## src/rtl/ppu_pkg.sv

```systemverilog
// Shared definitions for the PPU pipeline: control-bundle layout,
// register index width and the ID/EX hazard FSM state encoding.
package ppu_pkg;

  localparam int unsigned CTRL_W    = 29;
  localparam int unsigned REG_IDX_W = 5;

  // Control bundle layout, MSB first
  localparam int unsigned LOAD_BIT       = 28;
  localparam int unsigned RF_EN_BIT      = 27;
  localparam int unsigned RAM_EN_BIT     = 26;
  localparam int unsigned RAM_RW_BIT     = 25;
  localparam int unsigned RAM_SE_BIT     = 24;
  localparam int unsigned JALR_BIT       = 23;
  localparam int unsigned JAL_BIT        = 22;
  localparam int unsigned AUIPC_BIT      = 21;
  localparam int unsigned ALU_OP_LSB     = 17;
  localparam int unsigned ALU_OP_W       = 4;
  localparam int unsigned SHIFT_IMM_LSB  = 14;
  localparam int unsigned SHIFT_IMM_W    = 3;
  localparam int unsigned RAM_SIZE_LSB   = 12;
  localparam int unsigned RAM_SIZE_W     = 2;
  localparam int unsigned REG_AMOUNT_LSB = 10;
  localparam int unsigned REG_AMOUNT_W   = 2;
  localparam int unsigned OPFUNCT_LSB    = 0;
  localparam int unsigned OPFUNCT_W      = 10;

  typedef enum logic {
    ST_RUN   = 1'b0,
    ST_STALL = 1'b1
  } stage_state_t;

endpackage

```

## src/rtl/fwd_select.sv

```systemverilog
// N-source priority forwarding mux; source 0 is the youngest and wins.
// Register x0 never forwards.
module fwd_select #(
  parameter int unsigned NUM_SRC = 3,
  parameter int unsigned DATA_W  = 32
) (
  input  logic [ppu_pkg::REG_IDX_W-1:0]         rs,
  input  logic [DATA_W-1:0]                     rf_data,
  input  logic [NUM_SRC-1:0]                    fwd_we,
  input  logic [NUM_SRC*ppu_pkg::REG_IDX_W-1:0] fwd_rd,
  input  logic [NUM_SRC*DATA_W-1:0]             fwd_data,
  output logic [DATA_W-1:0]                     data
);
  import ppu_pkg::*;

  logic found;

  // Scan from youngest source; first match wins, else the RF value
  always_comb begin
    data  = rf_data;
    found = 1'b0;
    for (int unsigned i = 0; i < NUM_SRC; i++) begin
      if (!found && fwd_we[i] && (rs != '0) &&
          (fwd_rd[i*REG_IDX_W +: REG_IDX_W] == rs)) begin
        data  = fwd_data[i*DATA_W +: DATA_W];
        found = 1'b1;
      end
    end
  end

endmodule

```

## src/rtl/id_ex_hazard_stage.sv

```systemverilog
// ID/EX pipeline register with load-use hazard detection, multi-cycle
// bubble insertion (upstream stall), flush, downstream hold and
// registered operand forwarding.
module id_ex_hazard_stage #(
  parameter int unsigned CTRL_W       = ppu_pkg::CTRL_W,
  parameter int unsigned DATA_W       = 32,
  parameter int unsigned NUM_SRC      = 3,
  parameter int unsigned STALL_CYCLES = 1,
  parameter int unsigned LOAD_BIT     = ppu_pkg::LOAD_BIT
) (
  input  logic                                  clk,
  input  logic                                  rst_n,
  input  logic                                  in_valid,
  input  logic [CTRL_W-1:0]                     in_ctrl,
  input  logic [ppu_pkg::REG_IDX_W-1:0]         in_rs1,
  input  logic [ppu_pkg::REG_IDX_W-1:0]         in_rs2,
  input  logic [ppu_pkg::REG_IDX_W-1:0]         in_rd,
  input  logic [DATA_W-1:0]                     in_op_a,
  input  logic [DATA_W-1:0]                     in_op_b,
  input  logic [NUM_SRC-1:0]                    fwd_we,
  input  logic [NUM_SRC*ppu_pkg::REG_IDX_W-1:0] fwd_rd,
  input  logic [NUM_SRC*DATA_W-1:0]             fwd_data,
  input  logic                                  flush,
  input  logic                                  hold,
  output logic                                  stall_o,
  output logic                                  out_valid,
  output logic [CTRL_W-1:0]                     out_ctrl,
  output logic [ppu_pkg::REG_IDX_W-1:0]         out_rd,
  output logic [DATA_W-1:0]                     out_op_a,
  output logic [DATA_W-1:0]                     out_op_b
);
  import ppu_pkg::*;

  localparam int unsigned CNT_W = $clog2(STALL_CYCLES + 1);

  stage_state_t state, state_n;
  logic [CNT_W-1:0] cnt, cnt_n;
  logic             haz;
  logic             load_bubble;
  logic             capture;
  logic [DATA_W-1:0] fwd_a, fwd_b;

  fwd_select #(.NUM_SRC(NUM_SRC), .DATA_W(DATA_W)) u_fwd_a (
    .rs       (in_rs1),
    .rf_data  (in_op_a),
    .fwd_we   (fwd_we),
    .fwd_rd   (fwd_rd),
    .fwd_data (fwd_data),
    .data     (fwd_a)
  );

  fwd_select #(.NUM_SRC(NUM_SRC), .DATA_W(DATA_W)) u_fwd_b (
    .rs       (in_rs2),
    .rf_data  (in_op_b),
    .fwd_we   (fwd_we),
    .fwd_rd   (fwd_rd),
    .fwd_data (fwd_data),
    .data     (fwd_b)
  );

  // Load in EX whose destination is read by the instruction in ID
  always_comb begin
    haz = in_valid && out_valid && out_ctrl[LOAD_BIT] && (out_rd != '0) &&
          ((out_rd == in_rs1) || (out_rd == in_rs2));
  end

  // Next state, stall output and datapath action, flush > hold > hazard
  always_comb begin
    state_n     = state;
    cnt_n       = cnt;
    load_bubble = 1'b0;
    capture     = 1'b0;
    if (state == ST_RUN) begin
      stall_o = haz && !flush && !hold;
    end else begin
      stall_o = !flush;
    end

    if (flush) begin
      load_bubble = 1'b1;
      state_n     = ST_RUN;
      cnt_n       = '0;
    end else if (hold) begin
      state_n = state;
    end else if (state == ST_RUN) begin
      if (haz) begin
        load_bubble = 1'b1;
        // The hazard edge itself is the first bubble; STALL covers the rest
        if (STALL_CYCLES > 1) begin
          state_n = ST_STALL;
          cnt_n   = CNT_W'(STALL_CYCLES - 1);
        end
      end else begin
        capture = 1'b1;
      end
    end else begin
      load_bubble = 1'b1;
      cnt_n       = cnt - CNT_W'(1);
      if (cnt == CNT_W'(1)) begin
        state_n = ST_RUN;
      end
    end
  end

  // FSM state and bubble counter
  always_ff @(posedge clk or negedge rst_n) begin
    if (!rst_n) begin
      state <= ST_RUN;
      cnt   <= '0;
    end else begin
      state <= state_n;
      cnt   <= cnt_n;
    end
  end

  // EX-side registers: bubble, capture or retain
  always_ff @(posedge clk or negedge rst_n) begin
    if (!rst_n) begin
      out_valid <= 1'b0;
      out_ctrl  <= '0;
      out_rd    <= '0;
      out_op_a  <= '0;
      out_op_b  <= '0;
    end else if (load_bubble) begin
      out_valid <= 1'b0;
      out_ctrl  <= '0;
      out_rd    <= '0;
      out_op_a  <= '0;
      out_op_b  <= '0;
    end else if (capture) begin
      out_valid <= in_valid;
      out_ctrl  <= in_valid ? in_ctrl : '0;
      out_rd    <= in_rd;
      out_op_a  <= fwd_a;
      out_op_b  <= fwd_b;
    end
  end

endmodule
```

## config.mk

```make
export PLATFORM = sky130hd
export DESIGN_NAME = id_ex_hazard_stage
export DESIGN_NICKNAME = d
export VERILOG_FILES = /design/src/rtl/ppu_pkg.sv /design/src/rtl/fwd_select.sv /design/src/rtl/id_ex_hazard_stage.sv
export SDC_FILE = /design/constraint.sdc
export NUM_CORES = 1
export LEC_CHECK = 0
export ABC_AREA = 0
export ABC_CLOCK_PERIOD_IN_PS = 3110
export CORE_AREA = 2 2 127 129
export DETAILED_ROUTE_END_ITERATION = 16
export DIE_AREA = 0 0 129 131
export DONT_BUFFER_PORTS = 1
export SLEW_MARGIN = 20
export SYNTH_ARGS = -nofsm -noshare
export SYNTH_HDL_FRONTEND = slang
export SYNTH_SLANG_ARGS = --single-unit
```

## constraint.sdc

```tcl
create_clock -name clk -period 3.11 [get_ports clk]
set_input_delay 0.7775 -clock clk [delete_from_list [all_inputs] [get_ports clk]]
set_output_delay 0.7775 -clock clk [all_outputs]
set_load 0.01 [all_outputs]
```

==> flow_summary.json <==
{
  "status": "completed",
  "fp.coreArea_um2": 15600,
  "hold_violations": 0,
  "cts_inserted_buffers": 9,
  "arrival_ns": 2.97,
  "die_h_um": 131,
  "required_ns": 3.34,
  "fin_crit_sh_pct": 88.2,
  "num_antenna_cells": 0,
  "track_usage_pct": 23.1,
  "synth_edf_count": 0,
  "overflow": 0,
  "r2r-start": "out_rd[0]",
  "ys.flop_type": "dfrtp_1",
  "grt_start_max_net_pins": 102,
  "min_period_ns": 2.74,
  "critPathMaxFanout": 17,
  "yosysUniqueCellTypes": 36,
  "async_reset_ff_share_pct": 100,
  "synth_compound_area_share_pct": 21.6,
  "synth-simple-area-share_pct": 14.7,
  "via_count": 4893,
  "io_buffers": 0,
  "antenna_left": 0,
  "start_util_pct": 38.9,
  "cts_tree": "built",
  "via_per_inst": 6.20,
  "antenna_found_initial": 0,
  "fin_ws_ns": 0.366,
  "std_cell_rows": 46,
  "worst_pin_slew_ns": 0.995,
  "avgSynthCellArea_um2": 10.1,
  "die_w_um": 129,
  "synth_mux_area_share_pct": 10.6,
  "tns_ns": 0,
  "reg2reg_depth": 6,
  "powerDensity_nw_per_um2": 448,
  "drive_gt1_share_pct": 8.38,
  "worst_setup_path_end_kind": "flop",
  "area_delta_synth_final_pct": 7.30,
  "cellLeakagePower_nw": 2.73,
  "ctsResizeCount": 0,
  "slew_headroom_pct": 33.7,
  "fin_skew_ns": 0.0110,
  "fin_hold_ws_ns": 0.121,
  "ir_drop_mv": 0.245,
  "grt_pass1_vias": 5107,
  "worstSetupPathType": "primary input to flop",
  "yosysWarnings": 0,
  "synth_fp_nets": 826,
  "wirelength_um": 20200,
  "synth_top_family_by_area": "compound AO/OA/AOI/OAI gates",
  "cts.clk_slew.worst_paths_ns": 0.07,
  "synthTopCellsByArea": "dfrtp_1 42%, mux2i_1 11%, a221o_1 10%",
  "die_area_um2": 16900,
  "wire_per_inst_um": 25.6,
  "drt_first_pass_iters": 5,
  "preCtsSetupSlack_ns": -0.0122,
  "remaining_drc_errors": 0,
  "drv_slew": 0,
  "min_path_type": "primary input to async pin",
  "maxCapViolations": 0,
  "hpwl_um": 14800,
  "grt_pass1_wl_um": 29400,
  "rrSetupSlack_ns": 0.54,
  "startpoint_type": "primary input",
  "clkLatencyLatePin_ns": 0.35,
  "yosysTopAreaCellShare_pct": 41.7,
  "finalWeightedCongestion": 0.868,
  "ys_ff_latch": 101,
  "cts_buffer_depth": 2,
  "setup_viol": 0,
  "nets": 796,
  "seq_area_frac_synth_pct": 41.7,
  "io_pins": 327,
  "root_buffer": "clkbuf_16",
  "synth_area_um2": 6070,
  "cts_setup_buffers": 0,
  "drt-initial-drc-count": 254,
  "rsz0062_at_grt": "no",
  "fmax_ghz": 0.364,
  "cts-htree-levels": 3,
  "ys_top_cells_by_count": "101 x dfrtp_1, 67 x nor2_1, 66 x a21oi_1",
  "yosys.area.top_type": "dfrtp_1",
  "finish.utilization_pct": 41.7,
  "clock-sinks": 101,
  "syn_inst": 599,
  "synth_xor_xnor_area_share_pct": 5.92,
  "yosys.cell_count.top_type": "dfrtp_1",
  "holdBufCountCts": 0,
  "synthAdderAreaFrac_pct": 0,
  "r2r-end": "out_ctrl[6]"
}
==> kinds of logic after synthesis <==
| group | Yosys count |
|---|---|
| buffers and inverters | 62 |
| flip-flops | 101 |
| AND/OR/NAND/NOR | 162 |
| multiplexers | 64 |
| XOR/XNOR | 41 |
| AO/OA/AOI/OAI | 169 |
==> layout make-up <==
class / instances / area [µm²]
repair buffers: 20 / 175
inverters: 1 / 3.75
clock buffers: 9 / 225
well taps: 216 / 270
multi-input cells: 436 / 3250
clock inverters: 6 / 56.3
flip-flops and latches: 101 / 2530
fillers: 1498 / 9090
==> registers in the layout, summed over array words and instances (netlist names) <==
signal and cells:
out_op_a 32, out_op_b 32, out_ctrl 29, out_rd 5, cnt 1, out_valid 1, state 1
==> cell usage in the layout (no fill, tap or decap), drive strengths merged <==
cell        n
nor4        3
nand3       2
and3b       1
o22ai       1
a221o      62
nand4       6
xor2       10
nor2       69
nand4b      1
inv         4
a2111oi     1
clkinvlp    1
nor3b       2
and2       53
dfrtp     101
mux2i      64
clkinv      2
and3       12
nor3        1
a22o       34
xnor2      31
nor2b       5
clkbuf      9
a21oi      66
a32o        2
a21o        3
nand2       2
buf        20
or4         5
==> through the flow <==
stage | power, mW | instance area [µm²] | cells
after floorplan | 1.76 | 6070 | 599
after global placement | 1.83 | 6230 | 774
after detailed placement | 1.84 | 6230 | 774
after CTS | 2.94 | 6510 | 789
after global routing | 3.04 | 6510 | 789
final | 2.91 | 6510 | 789
==> how the worst max path moves through the flow <==
stage                     startpoint            to  cells after the start
final                      in_rs1[0]  out_op_a[17]                      7
after global routing       in_rs1[4]  out_op_a[27]                      7
after CTS                  in_rs1[0]  out_op_a[27]                      7
after detailed placement   in_rs1[0]  out_op_a[27]                      7
after global placement     in_rs1[1]  out_op_a[17]                      7
after floorplan            in_rs1[1]   out_op_a[1]                      9
==> routing by layer <==
layer  global-route usage, %  wire (µm)
met5                       0          0
met3                    7.08       1910
met2                    40.9      10200
met4                    8.31        568
met1                    26.5       7510
==> worst max-delay path, stage by stage <==
cell and delay (ns):
xnor2_1 0.15, nand4_1 0.18, nor4_4 0.77, and3b_1 0.32, and2_1 0.18, buf_4 0.21
a221o_1 0.37
==> power breakdown <==
group / total (mW) / switching (mW) / internal [mW]
clock: 1.10 / 0.545 / 0.557
sequential: 1.49 / 0.107 / 1.39
combinational: 0.319 / 0.152 / 0.166
Power figures use the tool's default switching activity.
